===== src/rtl/bus_pkg.sv =====
// bus_pkg: shared widths, trap word, arbiter state and owner encodings for the memory bus.
package bus_pkg;
    localparam int ADDR_W = 16;
    localparam int DATA_W = 16;
    localparam int STRB_W = 2;
    localparam logic [DATA_W-1:0] TRAP_INSN = 16'hFFFF;
    localparam logic [1:0] M0 = 2'b01;
    localparam logic [1:0] M1 = 2'b10;
    typedef enum logic {IDLE, BUSY} arb_state_t;
endpackage


===== src/rtl/mem_bus_arbiter_if.sv =====
// mem_bus_arbiter_if: valid/ready memory request channel; master issues, slave completes.
interface mem_bus_arbiter_if;
    import bus_pkg::*;
    logic              valid;
    logic [ADDR_W-1:0] addr;
    logic [DATA_W-1:0] wdata;
    logic [STRB_W-1:0] wstrb;
    logic              ready;
    logic [DATA_W-1:0] rdata;
    modport master (output valid, addr, wdata, wstrb, input ready, rdata);
    modport slave  (input valid, addr, wdata, wstrb, output ready, rdata);
endinterface


===== src/rtl/bus_watchdog.sv =====
// bus_watchdog: counts stalled cycles and flags expiry once TIMEOUT-1 stalls have accumulated.
module bus_watchdog #(
    parameter int TIMEOUT = 255
) (
    input  logic clk,
    input  logic rst,
    input  logic clr,
    input  logic en,
    output logic expire
);
    logic [15:0] cnt;
    always_ff @(posedge clk) begin
        if (rst || clr) cnt <= '0;
        else if (en) cnt <= cnt + 16'd1;
    end
    always_comb expire = cnt == 16'(TIMEOUT - 1);
endmodule


===== src/rtl/mem_bus_arbiter.sv =====
// mem_bus_arbiter: grants the shared memory port to m0 or m1 one transaction at a time,
// with fixed or round-robin priority and a watchdog that completes hung requests with TRAP_WORD.
module mem_bus_arbiter
    import bus_pkg::*;
#(
    parameter bit                ROUND_ROBIN = 1'b1,
    parameter int                TIMEOUT     = 255,
    parameter logic [DATA_W-1:0] TRAP_WORD   = TRAP_INSN
) (
    input  logic             clk,
    input  logic             rst,
    mem_bus_arbiter_if.slave  m0,
    mem_bus_arbiter_if.slave  m1,
    mem_bus_arbiter_if.master s,
    output logic [1:0]       grant,
    output logic             timeout_err
);
    arb_state_t state;
    logic pref_m1, busy, ov, expire, trap, done;

    bus_watchdog #(.TIMEOUT(TIMEOUT)) u_wd (
        .clk(clk),
        .rst(rst),
        .clr(!busy),
        .en(busy && !s.ready),
        .expire(expire)
    );

    // A real s_ready in the expiry cycle takes precedence over the trap completion.
    always_comb begin
        busy = state == BUSY;
        ov = grant == M1 ? m1.valid : grant == M0 ? m0.valid : 1'b0;
        trap = busy && ov && expire && !s.ready;
        done = !rst && busy && ov && (s.ready || expire);
        s.valid = !rst && busy && ov && !trap;
        s.addr = grant == M1 ? m1.addr : grant == M0 ? m0.addr : '0;
        s.wdata = grant == M1 ? m1.wdata : grant == M0 ? m0.wdata : '0;
        s.wstrb = grant == M1 ? m1.wstrb : grant == M0 ? m0.wstrb : '0;
        m0.ready = done && grant == M0;
        m1.ready = done && grant == M1;
        m0.rdata = m0.ready ? (s.ready ? s.rdata : TRAP_WORD) : '0;
        m1.rdata = m1.ready ? (s.ready ? s.rdata : TRAP_WORD) : '0;
    end

    always_ff @(posedge clk) begin
        if (rst) begin
            state <= IDLE;
            grant <= '0;
            pref_m1 <= 1'b0;
            timeout_err <= 1'b0;
        end else if (state == IDLE) begin
            if (m0.valid || m1.valid) begin
                state <= BUSY;
                grant <= (m0.valid && m1.valid) ? ((ROUND_ROBIN && pref_m1) ? M1 : M0) : m0.valid ? M0 : M1;
            end
        end else if (done || !ov) begin
            state <= IDLE;
            grant <= '0;
            if (done) pref_m1 <= grant == M0;
            if (trap) timeout_err <= 1'b1;
        end
    end
endmodule


===== src/flat_wrapper.sv =====
// flat-port wrapper written by rule: the top's interface ports become plain ports
module mem_bus_arbiter_flat import bus_pkg::*;
#(
    parameter bit                ROUND_ROBIN = 1'b1,
    parameter int                TIMEOUT     = 255,
    parameter logic [DATA_W-1:0] TRAP_WORD   = TRAP_INSN
)
  (clk, rst, grant, timeout_err, m0_valid, m0_addr, m0_wdata, m0_wstrb, m0_ready, m0_rdata, m1_valid, m1_addr, m1_wdata, m1_wstrb, m1_ready, m1_rdata, s_valid, s_addr, s_wdata, s_wstrb, s_ready, s_rdata);
  mem_bus_arbiter_if m0_i ();
  mem_bus_arbiter_if m1_i ();
  mem_bus_arbiter_if s_i ();
  input  logic clk;
  input  logic rst;
  output logic [1:0] grant;
  output logic timeout_err;
  input wire logic [$bits(m0_i.valid)-1:0] m0_valid;
  input wire logic [$bits(m0_i.addr)-1:0] m0_addr;
  input wire logic [$bits(m0_i.wdata)-1:0] m0_wdata;
  input wire logic [$bits(m0_i.wstrb)-1:0] m0_wstrb;
  output wire logic [$bits(m0_i.ready)-1:0] m0_ready;
  output wire logic [$bits(m0_i.rdata)-1:0] m0_rdata;
  input wire logic [$bits(m1_i.valid)-1:0] m1_valid;
  input wire logic [$bits(m1_i.addr)-1:0] m1_addr;
  input wire logic [$bits(m1_i.wdata)-1:0] m1_wdata;
  input wire logic [$bits(m1_i.wstrb)-1:0] m1_wstrb;
  output wire logic [$bits(m1_i.ready)-1:0] m1_ready;
  output wire logic [$bits(m1_i.rdata)-1:0] m1_rdata;
  output wire logic [$bits(s_i.valid)-1:0] s_valid;
  output wire logic [$bits(s_i.addr)-1:0] s_addr;
  output wire logic [$bits(s_i.wdata)-1:0] s_wdata;
  output wire logic [$bits(s_i.wstrb)-1:0] s_wstrb;
  input wire logic [$bits(s_i.ready)-1:0] s_ready;
  input wire logic [$bits(s_i.rdata)-1:0] s_rdata;
  assign m0_i.valid = m0_valid;
  assign m0_i.addr = m0_addr;
  assign m0_i.wdata = m0_wdata;
  assign m0_i.wstrb = m0_wstrb;
  assign m0_ready = m0_i.ready;
  assign m0_rdata = m0_i.rdata;
  assign m1_i.valid = m1_valid;
  assign m1_i.addr = m1_addr;
  assign m1_i.wdata = m1_wdata;
  assign m1_i.wstrb = m1_wstrb;
  assign m1_ready = m1_i.ready;
  assign m1_rdata = m1_i.rdata;
  assign s_valid = s_i.valid;
  assign s_addr = s_i.addr;
  assign s_wdata = s_i.wdata;
  assign s_wstrb = s_i.wstrb;
  assign s_i.ready = s_ready;
  assign s_i.rdata = s_rdata;
  mem_bus_arbiter #(.ROUND_ROBIN(ROUND_ROBIN), .TIMEOUT(TIMEOUT), .TRAP_WORD(TRAP_WORD)) u_core (.clk(clk), .rst(rst), .m0(m0_i), .m1(m1_i), .s(s_i), .grant(grant), .timeout_err(timeout_err));
endmodule

===== config.mk =====
export PLATFORM = sky130hd
export DESIGN_NAME = mem_bus_arbiter_flat
export DESIGN_NICKNAME = d
export VERILOG_FILES = /design/src/rtl/bus_pkg.sv /design/src/rtl/mem_bus_arbiter_if.sv /design/src/rtl/bus_watchdog.sv /design/src/rtl/mem_bus_arbiter.sv /design/src/flat_wrapper.sv
export SDC_FILE = /design/constraint.sdc
export NUM_CORES = 1
export LEC_CHECK = 0
export ABC_CLOCK_PERIOD_IN_PS = 5200
export BUFFER_PORTS_ARGS = -buffer_cell sky130_fd_sc_hd__buf_4
export CAP_MARGIN = 10
export CORE_MARGIN = 2
export CORE_UTILIZATION = 40
export DETAILED_ROUTE_END_ITERATION = 8
export MAX_ROUTING_LAYER = met4
export PLACE_DENSITY_LB_ADDON = 0.12
export REMOVE_ABC_BUFFERS = 1
export SYNTH_ARGS = -nofsm -noshare
export SYNTH_HDL_FRONTEND = slang
export SYNTH_SLANG_ARGS = --single-unit

===== constraint.sdc =====
create_clock -name clk -period 5.2 [get_ports clk]
set_input_delay 1.04 -clock clk [delete_from_list [all_inputs] [get_ports clk]]
set_output_delay 1.04 -clock clk [all_outputs]
set_load 0.02 [all_outputs]

# ---- Word level (Yosys, flattened, before mapping)
# Index checks and enable logic that the tools add are counted.
dict set report totals {
  register_bits 21
  inputBits 89
  output_inout_bits 72
  elab_cells 54
}
dict set report classes {
  add_sub_neg 1
  eq_ne 4
  muxes 20
  n_reduce_logical 24
}
# op n
set op_table {}
lappend op_table {{16-bit 2-to-1 mux} 7}
lappend op_table {{16-bit by 1-bit adder with 16-bit output (second input constant)} 1}
lappend op_table {{16-bit by 8-bit == test with 1-bit output (second input constant)} 1}
lappend op_table {{2-bit 2-to-1 mux} 8}
lappend op_table {{1-bit logical AND} 11}
lappend op_table {{3-bit AND reduction} 2}
lappend op_table {{1-bit logical NOT} 5}
lappend op_table {{1-bit 2-to-1 mux} 5}
lappend op_table {{1-bit logical OR} 4}
lappend op_table {{2-bit by 1-bit == test with 1-bit output (second input constant)} 1}
lappend op_table {{2-bit == test (second input constant)} 1}
lappend op_table {{2-bit != test (second input constant)} 1}
lappend op_table {{2-bit AND reduction} 1}
lappend op_table {{2-bit nonzero test} 1}

# ---- Depth between registers and ports, before layout
dict set report depth {
  depth_word 8
  depth_mapped 7
  mapped_depth_nobuf 6
}

# ---- Modules after synthesis
# A second synthesis with hierarchy kept.
dict set report hier_totals {
  cells_unflattened 224
  area_unflattened_um2 1662.8
}
# module n_inst cells_per_inst area_each_um2 seq_area_each_um2
set modules_own_cells {}
lappend modules_own_cells {mem_bus_arbiter 1 133 888.4 100.1}
lappend modules_own_cells {bus_watchdog 1 91 774.5 320.3}

# ---- Worst setup path after synthesis
# OpenSTA, ideal clock, no wires.
dict set report synth_path {
  path_type {input to output}
  start {in rst}
  end {out m0_rdata[10]}
  arrival_ps 2273
  required_ps 4160
  setup_slack_ps 1887
  stages 5
  path_buffers 1
  cell_sequence {nand2b_1 -> a21oi_1 -> nand3b_4 -> buf_2 -> nor2_1}
}
dict set report synth_between {
  elab_chain_len 6
}
# element line_no
set synth_lines {}
lappend synth_lines {{start: declaration} flat_wrapper.sv:13} ;# input logic rst;
lappend synth_lines {{1-bit logical NOT} mem_bus_arbiter.sv:34} ;# done = !rst && busy && ov && (s.ready || expire);
lappend synth_lines {{1-bit logical AND (3 in a row)} mem_bus_arbiter.sv:34}
lappend synth_lines {{1-bit logical AND} mem_bus_arbiter.sv:39} ;# m0.ready = done && grant == M0;
lappend synth_lines {{16-bit 2-to-1 mux} mem_bus_arbiter.sv:41} ;# m0.rdata = m0.ready ? (s.ready ? s.rdata : TRAP_WORD) : '0;
lappend synth_lines {{end: declaration} flat_wrapper.sv:21} ;# output wire logic [$bits(m0_i.rdata)-1:0] m0_rdata;
# No other way between the ends.

# ---- Final worst setup path
dict set report layout_path {
  start {in rst}
  end {out m0_rdata[2]}
}
# Same word-level chain as after synthesis.

==> metrics.yaml <==
status:
  status: "complete, no violations"
sta:
  setup_viol: 0
  clock_skew_ps: 4.75
  rsz0062_at_grt: "false"
  slew_headroom_pct: 25.9
  setup_ws_ps: 1430
  hold_viol_final: 0
  max_clock_freq_ghz: 0.266
  drv_slew: 0
  fin_crit_ps: 3770
  fin_setup_tns_ps: 0
  post-route-period-util_pct: 72.4
  worst_slew_pin_slew_ps: 1110
yosys:
  ys_ff_latch: 21
  synth_edf_count: 0
  synthTopCellsByArea: "dfxtp_1 (25%), a22o_1 (17%), nor2_1 (10%)"
  syn_inst: 224
  netlist.area_leader.share_pct: 24.6
  synth_xor_area_share_pct: 4.61
  ys.flop_type: "dfxtp_1"
  synth.area.mux_share_pct: 0.585
  syn_area_sq_um: 1710
  yosysTopAreaCell: "dfxtp_1"
  syn_area_per_cell_sq_um: 7.64
  yosysSeqAreaShare_pct: 24.6
  synth.distinct_cells: 42
  synth_top_family_by_area: "simple AND/OR/NAND/NOR gates"
  async_flop_share_pct: 0
  synth-simple-area-share_pct: 37.0
  synth_commonest_cells: "nor2_1 (47), a22o_1 (34), dfxtp_1 (21), nor2b_1 (21), a21oi_1 (11)"
  synth_compound_area_share_pct: 26.8
  synth-adder-area-share_pct: 1.46
  synth_warnings: 0
  yosysMostFrequentCell: "nor2_1"
power_and_ir_drop:
  p_clk_share_pct: 24.5
  swShare_pct: 29.9
  power_frac_comb_pct: 37.2
  p_leak_uw: 0.00151
  power.density_nw_per_um2: 147
  power.switching_uw: 130
  power.internal_uw: 305
  irDropWorstVdd_v: 0.000142
  seqPwrFrac_pct: 38.3
layout:
  fin_nets: 467
  area_delta_synth_final_pct: 73.6
  final_util_pct: 73.2
  num-fill-cells: 343
  diodes: 0
  layout-drive-gt1-share_pct: 46.9
  final_area_sq_um: 2970
setup_path:
  worstPathCellList: "buf_4 > nand2b_1 > a21oi_1 > nand3b_4 > nor2_1 > buf_4"
  slowest_delay_ps: 510
  worstPathArrival_ps: 2730
  start_kind: "input pin"
  critPathKind: "in2out"
  path_common_cell: "buf_4"
  endpoint_kind: "output port"
  timing.rr.end: "u_core.pref_m1"
  cp_max_fo: 18
  required_ps: 4160
  rr_startpoint: "u_core.grant[0]"
  rr_worst_depth: 3
  r2r_slack_ps: 3190
  cp_slowest_cell: "a21oi_1"
route:
  met3WireLength_um: 382
  drtIter0Drc: 85
  vias: 2264
  wl_met2_mm: 3.64
  wl_mm: 7.11
  top_layer: "met4"
  final_antenna_net_count: 0
  wl_met1_mm: 2.89
  via_per_inst: 5.33
  post-route-drc-count: 0
  dr.pass1.iters: 4
  routedWlPerCell_um: 16.7
worst_hold_path:
  hold-path-cell-count: 2
  min_from: "u_core.pref_m1"
  hp-class: "reg2reg"
  hold_end: "u_core.pref_m1"
job:
  maxCapViolations: 0
clock_network:
  ctsResizeCount: 0
  cts_tree: "yes"
  cts.sinks: 21
  ctsHtreeMaxLevel: 1
  cts_inserted_buffers: 3
  cts-hold-fix-buffers: 0
  post_cts_buffers: 0
  cts.path.max_buffers: 2
  cts.clk_slew.worst_paths_ps: 80
  clk_root_buffer_cell: "clkbuf_8"
  clk_latency_ps: 260
grt:
  grt_max_degree: 28
  grt_antenna_before_repair: 0
  overflow: 0
  grt_pass1_wl_mm: 10.6
  grtUsageTotal_pct: 27.8
  grt_pass1_vias: 2042
place:
  place_worst_setup_slack_ps: 1430
  routabilityCongestion: 0.907
  hpwl_mm: 5.74
  portBuffers: 160
  placed_cell_area_sq_um: 2920
floorplan:
  num_rows: 23
  die_w_um: 69.4
  start_util_pct: 42.2
  die-area_sq_um: 4810
  die-height_um: 69.4
  pin_count: 161
  core_area_sq_um: 4060
cell usage in the layout (no fill, tap or decap), types with 2 or more instances in the layout:
cell	instances
o31ai_1	3
and2_1	2
nand3b_1	3
nor2_1	47
clkbuf_8	3
or4_1	2
a21oi_1	11
dfxtp_1	21
a22o_1	34
nand2b_1	4
nor3_1	3
and4_1	2
nand4_1	2
o311ai_0	2
nand3_1	6
inv_1	4
nor2b_1	19
xor2_1	5
nand3b_4	2
nor2b_2	2
xnor2_1	4
o21ai_0	2
and4_2	2
ha_1	2
buf_4	162
o41ai_1	2
nand2_1	10
kinds of logic after synthesis:
family	Yosys count
xor gates and xnor gates	9
DFF	21
buffers and inverters	19
and+or+nand+nor	113
adders and majority gates	2
AOI/OAI and AO/OA	59
muxes	1
worst max-delay path by stage:
stage | startpoint | end | slack, ps
detailed placement | rst | m0_rdata[0] | 1430
CTS | rst | m0_rdata[0] | 1430
finish | rst | m0_rdata[2] | 1430
global route | rst | m0_rdata[10] | 1240
floorplan | u_core.grant[0] | m0_rdata[0] | 1630
global placement | rst | m0_rdata[1] | 1500
sequential cells by signal (all words and copies together) (netlist names):
register,flops
u_core.timeout_err,1
u_core.grant,2
u_core.busy,1
u_core.pref_m1,1
u_core.u_wd.cnt,16
critical path: cells and delay by family:
family          cells  cell delay (ps)
compound gates      1              510
simple gates        3              870
buf+inv             2              300
cell type report:
class | count | area [sq um] | share of cell area, %
well taps | 50 | 62.6 | 2.11
flip-flops and latches | 21 | 420 | 14.2
repair buffers | 162 | 1220 | 41.0
inverters | 4 | 15.0 | 0.506
clock buffers | 4 | 45.0 | 1.52
multi-input cells | 184 | 1210 | 40.8
routing by layer:
| metal | global-route usage, % | vias up |
|---|---|---|
| li1 | - | 1112 |
| met1 | 33.3 | 1046 |
| met2 | 47.3 | 86 |
| met3 | 4.80 | 20 |
| met4 | 9.37 | 0 |
| met5 | - | - |
metrics by stage:
step           instances  hold WS, ps  total power [uW]
3_5_place_dp         421          472               332
5_1_grt              425          510               450
4_1_cts              425          483               437
2_1_floorplan        209          448               236
3_3_place_gp         421          467               330
6_report             425          483               435
power groups by stage:
stage               clock, uW  sequential, uW  combinational, uW
finish                    107             167                162
global route              112             167                171
detailed placement          0             170                161
CTS                       108             167                162
floorplan                   0             170               65.6
global placement            0             170                159
(Power assumes the default switching activity.)
